`config.mk`:
```
export PLATFORM = sky130hd
export DESIGN_NAME = wb_arbiter
export DESIGN_NICKNAME = d
export VERILOG_FILES = /design/src/rtl/wb_arbiter.sv
export SDC_FILE = /design/constraint.sdc
export NUM_CORES = 1
export LEC_CHECK = 0
export CAP_MARGIN = 0
export CORE_ASPECT_RATIO = 0.75
export CORE_MARGIN = 1.5
export CORE_UTILIZATION = 48
export CTS_BUF_LIST = sky130_fd_sc_hd__clkbuf_2
export DETAILED_ROUTE_END_ITERATION = 16
export PLACE_DENSITY = 0.79
export SYNTH_ARGS = -nofsm -noshare
export SYNTH_HDL_FRONTEND = slang
export SYNTH_SLANG_ARGS = --single-unit
```
`constraint.sdc`:
```
create_clock -name clk -period 1.8 [get_ports clk]
set_clock_uncertainty 0.1 [all_clocks]
set_input_delay 0.54 -clock clk [delete_from_list [all_inputs] [get_ports clk]]
set_output_delay 0.54 -clock clk [all_outputs]
set_load 0.01 [all_outputs]
```
`src/rtl/wb_arbiter.sv`:
```
// wb_arbiter: merges pipeline writebacks (port A, never back-pressured) with a
// multicycle unit's writebacks (port B, 2-entry FIFO) onto one register-file
// write port. A has priority; a starvation counter forces a one-cycle A stall
// so that a queued B write cannot wait forever.
module wb_arbiter #(
    parameter int unsigned STARVE_LIMIT = 4
) (
    input  logic        clk,
    input  logic        reset,
    input  logic        a_valid,
    input  logic [4:0]  a_reg,
    input  logic [31:0] a_data,
    input  logic        b_valid,
    output logic        b_ready,
    input  logic [4:0]  b_reg,
    input  logic [31:0] b_data,
    output logic        RegWrite,
    output logic [4:0]  Write_register,
    output logic [31:0] Write_data,
    output logic        stall_a,
    output logic [1:0]  pend_count,
    output logic        err
);

    logic [1:0][4:0]  fifo_reg;
    logic [1:0][31:0] fifo_data;
    logic             rd_ptr;
    logic             wr_ptr;
    logic [1:0]       count;
    logic [3:0]       starve_cnt;

    logic grant_a;
    logic grant_b;
    logic push;
    logic waiting;
    logic starve_hit;

    // Readiness depends only on occupancy before this cycle's pop, so a full
    // FIFO refuses a push even while its head drains. Held low during reset.
    assign b_ready    = reset && (count != 2'd2);
    assign pend_count = count;

    // Per-cycle arbitration, push qualification and starvation detection
    always_comb begin
        grant_a    = 1'b0;
        grant_b    = 1'b0;
        push       = 1'b0;
        waiting    = 1'b0;
        starve_hit = 1'b0;
        grant_a    = !stall_a && a_valid;
        grant_b    = !grant_a && (count != 2'd0);
        push       = b_valid && b_ready && (b_reg != 5'd0);
        waiting    = (count != 2'd0) && !grant_b;
        starve_hit = waiting && (starve_cnt == 4'(STARVE_LIMIT));
    end

    // FIFO storage, pointers and occupancy
    always_ff @(posedge clk or negedge reset) begin
        if (!reset) begin
            fifo_reg  <= '0;
            fifo_data <= '0;
            rd_ptr    <= 1'b0;
            wr_ptr    <= 1'b0;
            count     <= '0;
        end else begin
            if (push) begin
                fifo_reg[wr_ptr]  <= b_reg;
                fifo_data[wr_ptr] <= b_data;
                wr_ptr            <= ~wr_ptr;
            end
            if (grant_b) begin
                rd_ptr <= ~rd_ptr;
            end
            count <= count + 2'(push) - 2'(grant_b);
        end
    end

    // Starvation counter and the one-cycle A stall it triggers
    always_ff @(posedge clk or negedge reset) begin
        if (!reset) begin
            starve_cnt <= '0;
            stall_a    <= 1'b0;
        end else begin
            // The counter clears on the cycle that raises the stall so it never
            // runs past STARVE_LIMIT; the head is then granted during the stall.
            if (!waiting || starve_hit) begin
                starve_cnt <= '0;
            end else begin
                starve_cnt <= starve_cnt + 4'd1;
            end
            stall_a <= starve_hit;
        end
    end

    // Sticky flag for an A request presented while A was told to stall
    always_ff @(posedge clk or negedge reset) begin
        if (!reset) begin
            err <= 1'b0;
        end else if (a_valid && stall_a) begin
            err <= 1'b1;
        end
    end

    // Registered register-file write port
    always_ff @(posedge clk or negedge reset) begin
        if (!reset) begin
            RegWrite       <= 1'b0;
            Write_register <= '0;
            Write_data     <= '0;
        end else if (grant_a) begin
            RegWrite       <= (a_reg != 5'd0);
            Write_register <= a_reg;
            Write_data     <= a_data;
        end else if (grant_b) begin
            RegWrite       <= 1'b1;
            Write_register <= fifo_reg[rd_ptr];
            Write_data     <= fifo_data[rd_ptr];
        end else begin
            RegWrite <= 1'b0;
        end
    end

endmodule

```
==> results of run 1 <==
-- Yosys cell counts, types with 2 or more instances --
cell and instances:
mux2i_1 37, o21ai_0 38, nor2_1 45, xnor2_1 3, buf_12 3, nor3_1 2
buf_1 5, buf_2 3, a21oi_1 38, mux2_2 15, dfrtp_1 122, nand2_1 38
ha_1 4, buf_6 5, clkbuf_1 13, nand3b_1 2, mux2_4 60, inv_1 5
-- power by group through the flow --
| stage | combinational (W) | clock, W | sequential, W |
|---|---|---|---|
| after floorplan | 0.00332 | 0 | 0.00476 |
| after global placement | 0.00505 | 0 | 0.00471 |
| after detailed placement | 0.00519 | 0 | 0.00478 |
| after CTS | 0.00561 | 0.00143 | 0.00471 |
| after global routing | 0.00630 | 0.00157 | 0.00489 |
| final | 0.00579 | 0.00140 | 0.00474 |
-- cell families after synthesis --
| family | synth area share (%) |
|---|---|
| simple gates | 7.15 |
| xor+xnor | 0.626 |
| fa+ha+maj | 0.894 |
| buf+inv | 3.89 |
| compound gates | 7.17 |
| flops | 54.5 |
| mux | 25.7 |
-- cell type report --
| class | instances | share of cell area, % |
|---|---|---|
| flip-flops and latches | 122 | 40.0 |
| clock buffers | 22 | 1.44 |
| inverters | 5 | 0.246 |
| well taps | 140 | 2.29 |
| repair buffers | 187 | 23.2 |
| clock inverters | 6 | 0.688 |
| multi-input cells | 294 | 32.1 |
-- how the worst min path moves through the flow --
stage	startpoint	end	cells after the start
6_report	b_reg[0]	fifo_reg[5]$_DFFE_PN0P_	2
5_1_grt	b_reg[0]	fifo_reg[5]$_DFFE_PN0P_	2
4_1_cts	b_reg[0]	fifo_reg[5]$_DFFE_PN0P_	2
3_5_place_dp	err$_DFFE_PN0P_	err$_DFFE_PN0P_	1
3_3_place_gp	err$_DFFE_PN0P_	err$_DFFE_PN0P_	1
2_1_floorplan	reset	RegWrite$_DFF_PN0_	0
-- routing by layer --
metal	up-vias	wire [um]	track usage, %
met5	-	0	0
met3	18	807	6.17
met4	0	172	5.43
met1	2012	6490	32.7
li1	1917	-	-
met2	122	5940	35.2
-- metrics by stage --
stage / area (um^2) / utilization, % / std cells / hold WS [ns] / setup TNS, ns
6_report: 7640 / 68.6 / 776 / 0.189 / -17.12
3_3_place_gp: 7030 / 63.0 / 704 / 0.340 / -75.60
3_5_place_dp: 7030 / 63.0 / 704 / 0.346 / -79.89
4_1_cts: 7600 / 68.2 / 773 / 0.156 / -14.95
2_1_floorplan: 5600 / - / 450 / 0.144 / -26.16
5_1_grt: 7640 / 68.6 / 776 / 0.123 / -25.92
-- placed cells by master (no fill, tap or decap), drive strengths merged, types with 2 or more instances in the layout --
cell type,count
nor2,45
mux2i,37
clkdlybuf4s50,72
clkbuf,22
mux2,75
ha,4
clkinv,5
buf,110
dfrtp,122
nor3,2
nand3b,2
nand2,38
xnor2,3
a21oi,38
inv,5
dlygate4sd2,4
o21ai,38
-- repair_timing --
action | 4_1_cts | 5_1_grt
endpoints found under the hold margin | 34 | 0
endpoints found under the setup margin | 119 | 157
buffers inserted | 33 | 13
hold buffers | 1 | 0
resized for setup | 219 | 25
pin swaps | 6 | 5
cloned | 8 | 0
==> flow_metrics.py, run 1 <==
metrics = {
    "hold_path": {
        "min_path_type": "primary input to flip-flop",
    },
    "setup_path": {
        "critPathLaunchType": "flip-flop",
        "crit_path_end": "b_ready",
        "reg2reg_from": "pend_count[0]$_DFF_PN0_",
        "rrSetupSlack_ns": -0.23,
        "worst_r2r_endpoint": "pend_count[1]$_DFF_PN0_",
        "crit_cells": 4,
        "path_buf_inv": 3,
        "crit_family": "flip-flops",
        "max_stage_delay_ns": 0.40,
        "crit_start": "pend_count[0]$_DFF_PN0_",
        "cp_max_fo": 2,
        "cp-end-kind": "output port",
        "crit_chain": "inv_1 > a21boi_1 > buf_4 > buf_6",
        "critPathKind": "flip-flop to output port",
        "slowest_stage": "dfrtp_1",
        "arrival_ns": 1.49,
        "r2r_cells": 11,
        "cp_data_required_time_ns": 1.16,
    },
    "floorplanning": {
        "io-pin-count": 121,
        "start_util_pct": 50.2,
        "die_width_um": 128,
        "core_um2": 11100,
        "rows": 33,
        "dieArea_um2": 12300,
        "die_h_um": 96.5,
    },
    "sta": {
        "setup_viol_count_final": 125,
        "relSlewSlack_pct": 63.1,
        "rsz0062_at_grt": "true",
        "slew_violations": 0,
        "hold_violations": 0,
        "worst_slack_ns": -0.330,
        "worstMarginPinSlew_ns": 0.554,
        "fmax_ghz": 0.469,
        "post-route-min-period_ns": 2.13,
        "fin_crit_sh_pct": 118,
    },
    "power": {
        "pwr_density_cell_nw_per_um2": 1560,
        "netSwitchingFraction_pct": 34.2,
        "p_sw_w": 0.00409,
        "cellLeakagePower_nw": 3.65,
        "sequentialPowerShare_pct": 39.7,
        "clockPowerShare_pct": 11.7,
        "cellInternalPower_w": 0.00785,
        "max-vdd-ir-drop_mv": 1.23,
        "combPwrFrac_pct": 48.6,
        "power.total_w": 0.0119,
    },
    "clock_tree": {
        "cts_inserted_buffers": 17,
        "cts_buffer_depth": 2,
        "cts_sinks": 122,
        "h-tree-depth": 4,
        "cts_tree": "done",
        "clockRootBuffer": "clkbuf_2",
        "clkLatencyLatePin_ns": 0.64,
        "clk_pin_slew_worst_paths_ns": 0.16,
    },
    "synthesis": {
        "yosys-top-cells-area": "dfrtp_1 (55%), mux2_4 (16%), mux2i_1 (6.6%)",
        "synth.top_cell.area_share_pct": 54.5,
        "synth_seq_cells": 122,
        "avgSynthCellArea_um2": 12.4,
        "synth_edf_count": 0,
        "synth_cell_types": 30,
        "synth-seq-area-share_pct": 54.5,
        "synth_fp_nets": 532,
        "synthCells": 450,
        "yosys.area.top_type": "dfrtp_1",
        "async_reset_ff_share_pct": 100,
        "ys_warn_count": 0,
        "syn_area_um2": 5600,
        "ys.flop_type": "dfrtp_1",
    },
    "final_layout": {
        "drive_gt1_share_pct": 35.4,
        "area_growth_pct": 36.5,
        "largest_register_ffs": 64,
        "multi_input_area_um2": 2450,
        "n_antenna_cell": 0,
        "fillerInstances": 805,
        "finalNetCount": 709,
        "register_area_um2": 3050,
    },
    "drt": {
        "drcViolationCount": 0,
        "vias": 4069,
        "viasPerCell": 5.24,
        "first_pass_iters": 4,
        "wl_per_cell_um": 17.3,
        "wirelength_um": 13400,
        "postRouteAntennaNets": 0,
        "drtIter0Drc": 209,
    },
    "grt": {
        "first_global_vias": 4150,
        "antenna_found_initial": 0,
        "grt_max_degree": 75,
        "overflow": 0,
        "track_usage_pct": 22.9,
        "grt_pass1_wl_um": 21400,
    },
    "outcome": {
        "violations": "negative setup slack",
        "status": "finished, violations left",
    },
    "job": {
        "max-cap-violations": 0,
    },
    "placement": {
        "pre_cts_ws_ns": -0.908,
        "dp_hpwl_um": 8250,
        "gp_congestion": 0.741,
        "place.port_buffers": 120,
    },
}
(Power assumes the default switching activity.)
==> run 2: changes to the inputs <==
CELL_PAD_IN_SITES_DETAIL_PLACEMENT = 1   (was default)
CELL_PAD_IN_SITES_GLOBAL_PLACEMENT = 2   (was default)
CORE_UTILIZATION = 31   (was 48)
GPL_ROUTABILITY_DRIVEN = 0   (was default)
PLACE_DENSITY = default   (was 0.79)
PLACE_DENSITY_LB_ADDON = 0.1   (was default)
REMOVE_ABC_BUFFERS = 1   (was default)
==> run 2 against run 1 <==
  * The flow still finishes with violations (negative setup slack)
  * Sequential share of layout area shrank 3.4 points
  * Largest cell class unchanged
  * Utilization is 21 points lower
  * Cell count grew 17%
  * Critical path type unchanged
  * Via count increased by 4.5%
  * Maximum frequency fell by 3.4%
==> flow_metrics.py, run 2 (synthesis results as in run 1) <==
metrics = {
    "outcome": {
        "status": "finished, violations left",
        "violations": "negative setup slack",
    },
    "clock_tree": {
        "clockRootBuffer": "clkbuf_2",
        "clk_pin_slew_worst_paths_ns": 0.20,
        "h-tree-depth": 4,
        "cts_sinks": 122,
        "cts_tree": "done",
        "clkLatencyLatePin_ns": 0.74,
        "cts_buffer_depth": 2,
        "cts_inserted_buffers": 17,
    },
    "setup_path": {
        "cp_max_fo": 2,
        "r2r_cells": 10,
        "cp_data_required_time_ns": 1.16,
        "critPathKind": "flip-flop to output port",
        "arrival_ns": 1.57,
        "cp-end-kind": "output port",
        "critPathLaunchType": "flip-flop",
    },
    "sta": {
        "slew_violations": 0,
        "setup_tns_ns": -27.72,
        "rsz0062_at_grt": "true",
        "hold_slack_ns": 0.183,
        "worst_slack_ns": -0.406,
        "fin_crit_sh_pct": 123,
        "worstMarginPinSlew_ns": 0.557,
        "setup_viol_count_final": 153,
        "relSlewSlack_pct": 62.8,
        "post-route-min-period_ns": 2.21,
        "fmax_ghz": 0.453,
        "hold_violations": 0,
    },
    "drt": {
        "wl_per_cell_um": 20.3,
        "first_pass_iters": 4,
        "drtIter0Drc": 168,
        "postRouteAntennaNets": 0,
        "viasPerCell": 4.67,
        "drcViolationCount": 0,
        "wirelength_um": 18500,
        "vias": 4252,
    },
    "job": {
        "max-cap-violations": 0,
    },
    "floorplanning": {
        "core_um2": 17700,
        "io-pin-count": 121,
        "start_util_pct": 31.7,
        "die_h_um": 119,
        "rows": 42,
        "die_width_um": 158,
        "dieArea_um2": 18900,
    },
    "placement": {
        "dp_hpwl_um": 9460,
        "placed_cell_area_um2": 7200,
        "place.port_buffers": 120,
        "dp.cells": 807,
    },
    "final_layout": {
        "largest_register_ffs": 64,
        "final_common_cell": "dfrtp_1",
        "area_growth_pct": 49.3,
        "drive_gt1_share_pct": 40.0,
        "register_area_um2": 3050,
        "multi_input_area_um2": 2470,
        "design_area_um2": 8360,
        "finalNetCount": 737,
        "fillerInstances": 1922,
        "final_util_pct": 47.3,
        "layout_common_cells": "dfrtp_1 (121), mux2_4 (74), clkdlybuf4s50_1 (73), buf_4 (47), nand2_1 (38)",
        "finalNonFillerCells": 911,
    },
    "hold_path": {
        "holdPathStages": 3,
        "min_path_type": "primary input to flip-flop",
    },
    "grt": {
        "grt_max_degree": 75,
        "antenna_found_initial": 1,
        "grt_pass1_wl_um": 25500,
        "track_usage_pct": 18.1,
        "first_global_vias": 4583,
        "overflow": 0,
    },
    "power": {
        "max-vdd-ir-drop_mv": 0.658,
        "pwr_density_cell_nw_per_um2": 1660,
        "cellLeakagePower_nw": 3.89,
    },
}
-- run 2: path summary, 6_finish.rpt --
| kind | from | end | slack, ns |
|---|---|---|---|
| min in group asynchronous | reset | Write_data[20]$_DFFE_PN0P_ | 0.37 |
| worst max-delay path | pend_count[0]$_DFF_PN0_ | b_ready | -0.41 |
| worst max register to register | pend_count[0]$_DFF_PN0_ | fifo_data[12]$_DFFE_PN0P_ | -0.32 |
| worst min register to register | starve_cnt[0]$_DFF_PN0_ | starve_cnt[0]$_DFF_PN0_ | 0.41 |
| max in group asynchronous | reset | rd_ptr$_DFFE_PN0P_ | 0.28 |
| worst min-delay path | b_reg[0] | fifo_reg[5]$_DFFE_PN0P_ | 0.18 |
-- run 2: cell type report --
cell class,count,area share [%]
diodes,1,0.0299
clock buffers,18,1.08
clock inverters,14,1.29
inverters,5,0.225
multi-input cells,294,29.5
flip-flops and latches,122,36.6
well taps,242,3.62
repair buffers,215,27.7
-- run 2: power by group --
part / leakage [nW] / internal, W / switching, W
Sequential: 1.47 / 0.00399 / 0.000741
Clock: 0.123 / 0.000479 / 0.00116
Combinational: 2.29 / 0.00441 / 0.00313
Total: 3.89 / 0.00887 / 0.00503
-- run 2: what timing repair did --
item / CTS / global route
hold buffers: 1 / 0
cloned: 9 / 15
endpoints found under the setup margin: 119 / 185
resized for setup: 225 / 85
endpoints found under the hold margin: 35 / 0
setup buffers: 36 / 20
pin swaps: 7 / 7
-- run 2: critical path, cell delays in order, from the launching register on --
cell,delay (ns)
dfrtp_1,0.45
inv_2,0.05
a21boi_2,0.12
buf_4,0.13
buf_6,0.09
-- run 2: metrics by stage --
stage	total power [W]	worst slack, ns
after global routing	0.0148	-0.524
after detailed placement	0.0102	-1.00
final	0.0139	-0.406
after global placement	0.00995	-0.898
after CTS	0.0124	-0.427
after floorplan	0.00796	-2.31
-- run 2: per-layer routing --
| layer | GRT usage [%] | up-vias | routed length (um) |
|---|---|---|---|
| met4 | 4.56 | 0 | 128 |
| met5 | 0 | - | 0 |
| li1 | - | 1974 | - |
| met3 | 4.80 | 10 | 769 |
| met1 | 24.5 | 2178 | 8840 |
| met2 | 28.6 | 90 | 8780 |
